[config.mk]
export PLATFORM = sky130hd
export DESIGN_NAME = fsm_in_queue_flat
export DESIGN_NICKNAME = d
export VERILOG_FILES = /design/src/rtl/fsm_in_queue_if.sv /design/src/rtl/fsm_in_queue.sv /design/src/flat_wrapper.sv
export SDC_FILE = /design/constraint.sdc
export NUM_CORES = 1
export LEC_CHECK = 0
export CORE_UTILIZATION = 57
export DETAILED_ROUTE_END_ITERATION = 6
export HOLD_SLACK_MARGIN = 0.02
export PLACE_DENSITY = 0.86
export RECOVER_POWER = 100
export SLEW_MARGIN = 10
export SYNTH_ARGS = -nofsm -noshare
export SYNTH_HDL_FRONTEND = slang
export SYNTH_SLANG_ARGS = --single-unit
export TNS_END_PERCENT = 30
[constraint.sdc]
create_clock -name clk -period 5.7 [get_ports clk]
set_input_delay 1.14 -clock clk [delete_from_list [all_inputs] [get_ports clk]]
set_output_delay 1.14 -clock clk [all_outputs]
set_load 0.05 [all_outputs]
[src/rtl/fsm_in_queue_if.sv]
// rtl/fsm_in_queue_if.sv - producer/FSM-side bundle for the FSM input byte queue
interface fsm_in_queue_if #(
   parameter int DEPTH = 4,
   parameter int WIDTH = 8
) ();
   localparam int CW = $clog2(DEPTH) + 1;

   logic [WIDTH-1:0] in_data;
   logic             in_valid;
   logic             in_ready;
   logic [WIDTH-1:0] fsm_in_q;
   logic [1:0]       phase;
   logic [CW-1:0]    q_count;
   logic [7:0]       underrun_cnt;

   // Producer / observer side
   modport master (
      output in_data, in_valid,
      input  in_ready, fsm_in_q, phase, q_count, underrun_cnt
   );

   // Queue side
   modport slave (
      input  in_data, in_valid,
      output in_ready, fsm_in_q, phase, q_count, underrun_cnt
   );
endinterface

[src/rtl/fsm_in_queue.sv]
// rtl/fsm_in_queue.sv - circular byte FIFO feeding the three-phase output FSM
module fsm_in_queue #(
   parameter int DEPTH = 4,
   parameter int WIDTH = 8
) (
   input  logic           clk,
   input  logic           rst,
   fsm_in_queue_if.slave  q
);
   localparam int AW = $clog2(DEPTH);
   localparam int CW = AW + 1;

   // Mirror of the FSM's fixed schedule
   localparam logic [1:0] PH_IDLE = 2'd0;
   localparam logic [1:0] PH_WORK = 2'd1;
   localparam logic [1:0] PH_DONE = 2'd2;

   logic [WIDTH-1:0] mem [DEPTH];
   logic [AW-1:0]    wp;
   logic [AW-1:0]    rp;
   logic [CW-1:0]    count;
   logic [1:0]       phase;
   logic [7:0]       underrun_cnt;

   logic push;
   logic pop;
   logic underrun;
   logic empty;
   logic full;

   assign empty    = (count == '0);
   assign full     = (count == CW'(DEPTH));
   // Ready depends only on registered occupancy, so a same-cycle pop never frees a slot early
   assign push     = q.in_valid && !full;
   assign pop      = (phase == PH_WORK) && !empty;
   assign underrun = (phase == PH_WORK) && empty;

   assign q.in_ready     = !full;
   assign q.fsm_in_q     = empty ? '0 : mem[rp];
   assign q.phase        = phase;
   assign q.q_count      = count;
   assign q.underrun_cnt = underrun_cnt;

   // Phase counter tracks IDLE->WORK->DONE with no stall, reset together with the FSM
   always_ff @(posedge clk) begin
      if (rst) begin
         phase <= PH_IDLE;
      end else begin
         phase <= (phase == PH_DONE) ? PH_IDLE : phase + 2'd1;
      end
   end

   // Storage write; contents are left unreset since occupancy gates visibility
   always_ff @(posedge clk) begin
      if (push) begin
         mem[wp] <= q.in_data;
      end
   end

   // Pointer and occupancy bookkeeping; simultaneous push/pop leaves count unchanged
   always_ff @(posedge clk) begin
      if (rst) begin
         wp    <= '0;
         rp    <= '0;
         count <= '0;
      end else begin
         if (push) begin
            wp <= wp + AW'(1);
         end
         if (pop) begin
            rp <= rp + AW'(1);
         end
         case ({push, pop})
            2'b10:   count <= count + CW'(1);
            2'b01:   count <= count - CW'(1);
            default: count <= count;
         endcase
      end
   end

   // Saturating count of WORK phases that found nothing to present
   always_ff @(posedge clk) begin
      if (rst) begin
         underrun_cnt <= 8'd0;
      end else if (underrun && (underrun_cnt != 8'hFF)) begin
         underrun_cnt <= underrun_cnt + 8'd1;
      end
   end
endmodule

[src/flat_wrapper.sv]
// flat-port wrapper written by rule: the top's interface ports become plain ports
module fsm_in_queue_flat 
#(
   parameter int DEPTH = 4,
   parameter int WIDTH = 8
)
  (clk, rst, q_in_data, q_in_valid, q_in_ready, q_fsm_in_q, q_phase, q_q_count, q_underrun_cnt);
  fsm_in_queue_if #(.DEPTH(DEPTH), .WIDTH(WIDTH)) q_i ();
  input  logic clk;
  input  logic rst;
  input wire logic [$bits(q_i.in_data)-1:0] q_in_data;
  input wire logic [$bits(q_i.in_valid)-1:0] q_in_valid;
  output wire logic [$bits(q_i.in_ready)-1:0] q_in_ready;
  output wire logic [$bits(q_i.fsm_in_q)-1:0] q_fsm_in_q;
  output wire logic [$bits(q_i.phase)-1:0] q_phase;
  output wire logic [$bits(q_i.q_count)-1:0] q_q_count;
  output wire logic [$bits(q_i.underrun_cnt)-1:0] q_underrun_cnt;
  assign q_i.in_data = q_in_data;
  assign q_i.in_valid = q_in_valid;
  assign q_in_ready = q_i.in_ready;
  assign q_fsm_in_q = q_i.fsm_in_q;
  assign q_phase = q_i.phase;
  assign q_q_count = q_i.q_count;
  assign q_underrun_cnt = q_i.underrun_cnt;
  fsm_in_queue #(.DEPTH(DEPTH), .WIDTH(WIDTH)) u_core (.clk(clk), .rst(rst), .q(q_i));
endmodule
### After elaboration in Yosys (flattened, before gate mapping)

Memories as Yosys holds them, arrays and structs flattened. A register that Yosys moved wholly into a read port is not among the register bits.
Cells that the tools add are included.

* word-level logic and storage cells: 33
* output and inout bits: 22
* memories kept: 1
* flip-flop bits (word level): 17
* RAM bits: 32

Memories
* u_core.mem: words 4, bits a word 8, rd ports 1, clocked after memory_dff 1, wr ports 1, RTL line fsm_in_queue.sv:18 `logic [WIDTH-1:0] mem [DEPTH];`

* reductions and logical operators: 9
* $add $sub $neg: 6
* mux-type cells: 6
* equality and inequality tests: 6

Operators by type and width (count)
* $add 8x1->8 const B: 1
* $mux 8: 1
* $ne 8x8->1 const B: 1
* $add 2x1->2 const B: 3
* $pmux 3 s2: 1
* $eq 2x1->1 const B: 2
* $eq 2x2->1 const B: 2
* $logic_and 1x1->1: 4
* $mux 2: 2
* $add 3x1->3 const B: 1
* $eq 3x3->1 const B: 1
* $logic_not 3->1: 1
* $sub 3x1->3 const B: 1
* $logic_not 1->1: 2
* $mux 1: 2
* $reduce_bool 2->1: 1
* $reduce_or 2->1: 1

### Logic depth before layout (Yosys ltp)

Gate-level depths: netlist of run 1.

* depth in word-level cells: 5
* gate-level depth with buffers: 9

### Least setup slack after synthesis of run 1

OpenSTA, ideal clock, no wires.

* kind: register to register
* start point: register u_core.count[2] (netlist: u_core.q.q_count[2])
* end point: register u_core.count[2] (netlist: u_core.q.q_count[2])
* required time: 5.630 ns
* period minus slack after synthesis: 2.915 ns
* setup time: 0.070 ns
* arrival: 2.845 ns
* buffers on the path: 0
* setup slack: 2.785 ns
* cell stages (with the launch flop): 10
* cell sequence: dfxtp_1 -> or3b_1 -> and2_1 -> inv_2 -> ha_1 -> inv_1 -> fa_1 -> xor2_1 -> or3_1 -> a21oi_1

* cells in the longest elaborated chain, start to end: 5
* elaborated cells between the ends (all ways): 12
* those cells by class: 2 x add/sub; 3 x eq/ne; 1 x mux; 6 x reduce/logical

Ends and longest elaborated chain
* start, declared: RTL line fsm_in_queue.sv:21 `logic [CW-1:0] count;`
* start signal, assigned: RTL line fsm_in_queue.sv:74 `2'b10: count <= count + CW'(1);`
* start signal, assigned: RTL line fsm_in_queue.sv:75 `2'b01: count <= count - CW'(1);`
* start signal, assigned: RTL line fsm_in_queue.sv:76 `default: count <= count;`
* $eq 3x3->1 (*): RTL line fsm_in_queue.sv:32 `assign full = (count == CW'(DEPTH));`
* $logic_not 1->1 (*)
* via q_in_ready: RTL line flat_wrapper.sv:13 `output wire logic [$bits(q_i.in_ready)-1:0] q_in_ready;`
* $logic_and 1x1->1 (*): RTL line fsm_in_queue.sv:34 `assign push = q.in_valid && !full;`
* $eq 2x1->1 or $eq 2x2->1 (tied branches): RTL line fsm_in_queue.sv:73 `case ({push, pop})`
* $pmux 3 s2 or $reduce_bool 2->1 (tied branches)

Mark *: on every way through the listed nets, which the timed path passes. The rest lies on a longest branch.
A chain may end at the register's enable or synchronous reset.

==> run metrics, run 1 <==
vias in the first global route 1332; setup TNS 0 ps; # IOs 33; CTS Hold Bufs 0; initial DRC count 61; post-CTS resize count 0; remaining antenna violation count after routing 0; Synth area leaders edfxtp_1 45%, dfxtp_1 18%, mux4_2 8.3%; CTS Buf Count 5; grt ovf 0; R2R Path End u_core.q.q_count[2]; Die Width 63.5 um; Die ar. 4040 sq um; unique cell type count in the Yosys netlist 29; Post-CTS Setup Bufs 0; CP Data Arrival Time 2520 ps; synthesized flop and latch total 51; WHS Endpoint u_core.q.phase[0]; Critical Path RT 4560 ps; fin crit period 3660 ps; Tot GR Track Use 0.226; clk root buf clkbuf_8; Layout Nets 211; Synth top area share 0.445; Hold WC Path Type reg -> reg; GPL Wtd Cong 0.738; htree depth 2; Setup crit end kind primary output; max-cap viol count 0; Final period util 0.641; dpl ws 2400 ps; Post-Route Skew 7.40 ps; Initial Utilization 0.622; CTS tree yes; Synth-to-Final Area Change 21.5%; drt wl/cell 16.6 um; Avg Synthesized Cell Area 13.7 sq um; status completed; relative slew slack 0.530; first-pass GRT wire length 6530 um; Reg2Reg Setup Slack 3180 ps; crit-path max FO 8; vias 1322; Least-Margin Pin Slew 703 ps; Final setup viols 0; pin count of the biggest net entering global routing 19; row cnt 21; Reg clk slew, reported paths 80 ps; Max Fclk 0.274 GHz; Detailed Routing Iterations Pass 1 4; DIE HEIGHT 63.5 um; core box area 3470 sq um; Final Hold Viols 0; Crit Path Category reg -> out; Syn. warnings 0; Yosys top cell by area edfxtp_1; Peak VDD IR 0.239 mV; Syn Nets 177; Clock Tree Buf Depth 2; I/O Buffers 32; antenna violations before repair 0; Post-DP HPWL 2870 um; Post-Syn Instances 157; pwr/cell area 432 nW/um^2; later-pin clock latency in the skew report 310 ps; Fillers 219; Total Wirelength 3960 um; RSZ-0062 raised after global routing false; via/cell ratio 5.55; startpoint types flip-flop; worst hold path depth 1; Netlist Area Pre-Place 2160 sq um; r2r startpoint u_core.q.q_count[2]; FF-to-FF path depth 9; hold path startpoint u_core.q.phase[0]; Pleak 0.000957 uW; Remaining DRCs 0; layout cells sized above 1 0.0885; Slew Viols, Final 0; Setup WS post-layout 2040 ps; sequential-to-total area share from yosys stat 0.621; Sink Count 51; antenna diode count 0
cells in the mapped netlist:
cell type	count
a21oi_1	5
nor3_1	4
ha_1	8
nor4b_2	1
clkbuf_1	4
and3_1	4
nor4_4	1
buf_2	1
mux2i_1	4
mux4_2	8
fa_1	1
o211ai_1	1
nand3_1	5
and2_1	10
nand4_1	1
or3b_1	1
xnor2_1	2
edfxtp_1	32
nor2_1	13
nand2b_1	1
o21ai_0	4
or4b_4	1
nand2_1	8
o21ai_1	1
xor2_1	5
or3_1	4
dfxtp_1	19
inv_1	7
inv_2	1
how the worst max path moves through the flow:
stage	from	endpoint	slack, ps	cells after the start
floorplan	u_core.q.q_count[2]	u_core.q.q_count[2]	2790	9
global placement	flip-flop	q_fsm_in_q[7]	2470	3
detailed placement	flip-flop	q_fsm_in_q[1]	2400	3
CTS	flip-flop	q_fsm_in_q[1]	2070	3
global route	flip-flop	q_fsm_in_q[1]	1930	3
finish	flip-flop	q_fsm_in_q[1]	2040	3
per-stage QoR:
stage	instance area (sq um)	total power, uW	hold WS [ps]	instances	util
after floorplan	2160	785	469	157	-
after global placement	2520	902	461	230	0.725
after detailed placement	2520	925	479	230	0.725
after CTS	2620	1160	491	238	0.756
after global routing	2620	1190	524	238	0.756
final	2620	1130	486	238	0.756
flip-flops by register name, indices dropped and copies added (netlist names), named ones only:
name	count
u_core.q.underrun_cnt	8
u_core.rp	2
u_core.q.phase	2
u_core.mem	32
u_core.wp	2
u_core.q.q_count	3
report_power, final:
part           switching (uW)  total, uW  internal (uW)
Clock                     108        240            131
Combinational             270        416            146
Sequential               43.5        477            434
cell families (layout without fill, tap and decap cells):
logic type	after synthesis	in the layout	share of synthesized area
AOI/OAI and AO/OA	11	11	0.0267
xor gates and xnor gates	7	7	0.0284
adders and majority gates	9	9	0.0557
buffers and inverters	13	48	0.0232
DFF	51	51	0.621
muxes	12	12	0.102
and+or+nand+nor	54	54	0.143
worst max-delay path, cell delays in order, from the launching register on:
cell           delay (ps)
dfxtp_1               690
mux4_2                590
and2_1                180
dlygate4sd3_1         750
layer usage:
metal / global-route usage / wire length [um] / share of wire / vias to the layer above
met2: 0.399 / 2200 / 0.56 / 23
met5: 0 / 0 / 0 / -
met1: 0.253 / 1570 / 0.40 / 655
li1: - / - / - / 636
met4: 0.0881 / 59 / 0.015 / 0
met3: 0.0707 / 122 / 0.031 / 8
layout make-up:
| cell class | count | area, sq um | share of cell area |
|---|---|---|---|
| Sequential cell | 51 | 1340 | 0.511 |
| Multi-Input combinational cell | 93 | 767 | 0.292 |
| Timing Repair Buffer | 32 | 320 | 0.122 |
| Clock buffer | 7 | 76.3 | 0.0291 |
| Tap cell | 46 | 57.6 | 0.0219 |
| Clock inverter | 1 | 30.0 | 0.0115 |
| Inverter | 8 | 30.0 | 0.0115 |
cell usage in the layout, fill, tap and decap left out, types with 7 or more instances in the layout:
cell type,count
inv_1,7
dlygate4sd3_1,32
nor2_1,13
and2_1,9
ha_1,8
nand2_1,8
edfxtp_1,32
dfxtp_1,19
mux4_2,8
Power figures use the tool's default switching activity.
==> run 2, diff against run 1 <==
--- a/config.mk
+++ b/config.mk
@@ -5,10 +5,10 @@
 export SDC_FILE = /design/constraint.sdc
 export NUM_CORES = 1
 export LEC_CHECK = 0
-export CORE_UTILIZATION = 57
+export CORE_UTILIZATION = 48
 export DETAILED_ROUTE_END_ITERATION = 6
 export HOLD_SLACK_MARGIN = 0.02
-export PLACE_DENSITY = 0.86
+export PLACE_DENSITY = 0.77
 export RECOVER_POWER = 100
 export SLEW_MARGIN = 10
 export SYNTH_ARGS = -nofsm -noshare
==> constraint.sdc (replaced) <==
create_clock -name clk -period 3.1 [get_ports clk]
set_input_delay 0.62 -clock clk [delete_from_list [all_inputs] [get_ports clk]]
set_output_delay 0.62 -clock clk [all_outputs]
set_load 0.05 [all_outputs]
==> run 2 against run 1 <==
Worst setup slack got worse by 1800 ps. Register-to-register slack worse by 2600 ps. Combinational power is 87% higher. Cell area down 0.95%. Critical endpoint is now q_fsm_in_q[4]. Final cell count is 2.9% higher. Utilization down 16 points. Routed wire length shrank 8.2%. Clock skew shrank 3.7 ps. Count of clock-buffer cells in the layout fell by 1. Worst hold slack better by 2.5 ps. Via count shrank 1.1%.
==> run metrics, run 2 (same netlist as run 1, synthesis figures left out) <==
pin count of the biggest net entering global routing 19; max reg flops 32; CTS tree yes; status completed; Peak VDD IR 0.517 mV; CTS Buf Count 5; hold path startpoint u_core.q.phase[0]; I/O Buffers 32; R2R Path End u_core.q.q_count[2]; Remaining DRCs 0; Initial Utilization 0.499; max-cap viol count 0; # IOs 33; relative slew slack 0.571; pwr/cell area 766 nW/um^2; Detailed Routing Iterations Pass 1 4; Synth-to-Final Area Change 20.3%; core box area 4320 sq um; worst hold path depth 1; CTS Hold Bufs 0; post-CTS resize count 0; Setup crit end kind primary output; later-pin clock latency in the skew report 290 ps; GPL Wtd Cong 0.819; row cnt 24; WHS Endpoint u_core.q.phase[0]; setup TNS 0 ps; Layout Nets 212; startpoint types flip-flop; Reg2Reg Setup Slack 570 ps; Biggest register u_core.mem; antenna violations before repair 0; Least-Margin Pin Slew 637 ps; antenna diode count 0; Final period util 0.923; Critical Path RT 2480 ps; initial DRC count 102; Clock Tree Buf Depth 2; dpl ws 441 ps; Post-Route Skew 3.71 ps; vias 1308; Max Fclk 0.349 GHz; first-pass GRT wire length 6110 um; clk root buf clkbuf_8; Die ar. 4770 sq um; Reg clk slew, reported paths 80 ps; Tot GR Track Use 0.165; remaining antenna violation count after routing 0; DIE HEIGHT 69.1 um; r2r startpoint u_core.q.q_count[2]; via/cell ratio 5.34; Pleak 0.000935 uW; Post-CTS Setup Bufs 0; crit-path max FO 8; Final setup viols 0; fin crit period 2860 ps; Post-DP HPWL 2620 um; grt ovf 0; Sink Count 51; drt wl/cell 14.8 um; Setup WS post-layout 237 ps; RSZ-0062 raised after global routing false; Final Hold Viols 0; layout cells sized above 1 0.0881; htree depth 2; Die Width 69.1 um; CP Data Arrival Time 2240 ps; Hold WC Path Type reg -> reg; vias in the first global route 1345; Crit Path Category reg -> out; Slew Viols, Final 0; most frequent cells in the layout 32 x dlygate4sd3_1, 32 x edfxtp_1, 19 x dfxtp_1; Total Wirelength 3630 um; FF-to-FF path depth 9
## run 2: cell type report
class | instances | area [sq um]
fillers | 359 | 1730
flip-flops and latches | 51 | 1340
multi-input cells | 93 | 748
repair buffers | 33 | 328
clock buffers | 6 | 72.6
well taps | 52 | 65.1
inverters | 8 | 30.0
clock inverters | 2 | 12.5
## run 2: how the worst max path moves through the flow
stage,startpoint,end,depth (start not counted)
finish,flip-flop,q_fsm_in_q[4],4
global route,flip-flop,q_fsm_in_q[7],4
CTS,flip-flop,q_fsm_in_q[4],4
detailed placement,q_in_valid,u_core.q.q_count[2],9
global placement,q_in_valid,u_core.q.q_count[2],9
floorplan,u_core.q.q_count[2],u_core.q.q_count[2],9
## run 2: critical path, stage by stage (launching register included)
cell and delay, ps:
dfxtp_1 310, buf_4 200, mux4_2 520, and2_1 170
dlygate4sd3_1 750
## run 2: where the power goes
group / leakage, uW / total [uW] / internal (uW) / switching (uW)
combinational: 0.000445 / 777 / 269 / 508
clock: 0.0000412 / 360 / 158 / 202
sequential: 0.000449 / 854 / 797 / 56.4
total: 0.000935 / 1990 / 1220 / 766
## run 2: metrics by stage
stage	total power (uW)	instances	utilization	cell area, sq um	hold slack, ps
5_1_grt	2100	245	0.601	2600	532
3_3_place_gp	1670	237	0.585	2530	467
4_1_cts	2060	245	0.605	2620	500
2_1_floorplan	1440	157	-	2160	469
6_report	1990	245	0.601	2600	488
3_5_place_dp	1700	237	0.585	2530	487
## run 2: metal layers
metal | global-route usage | vias up | part of all wire
li1 | - | 633 | -
met1 | 0.194 | 636 | 0.44
met2 | 0.286 | 37 | 0.52
met3 | 0.0497 | 2 | 0.041
met4 | 0.0567 | 0 | 0.0030
met5 | 0 | - | 0
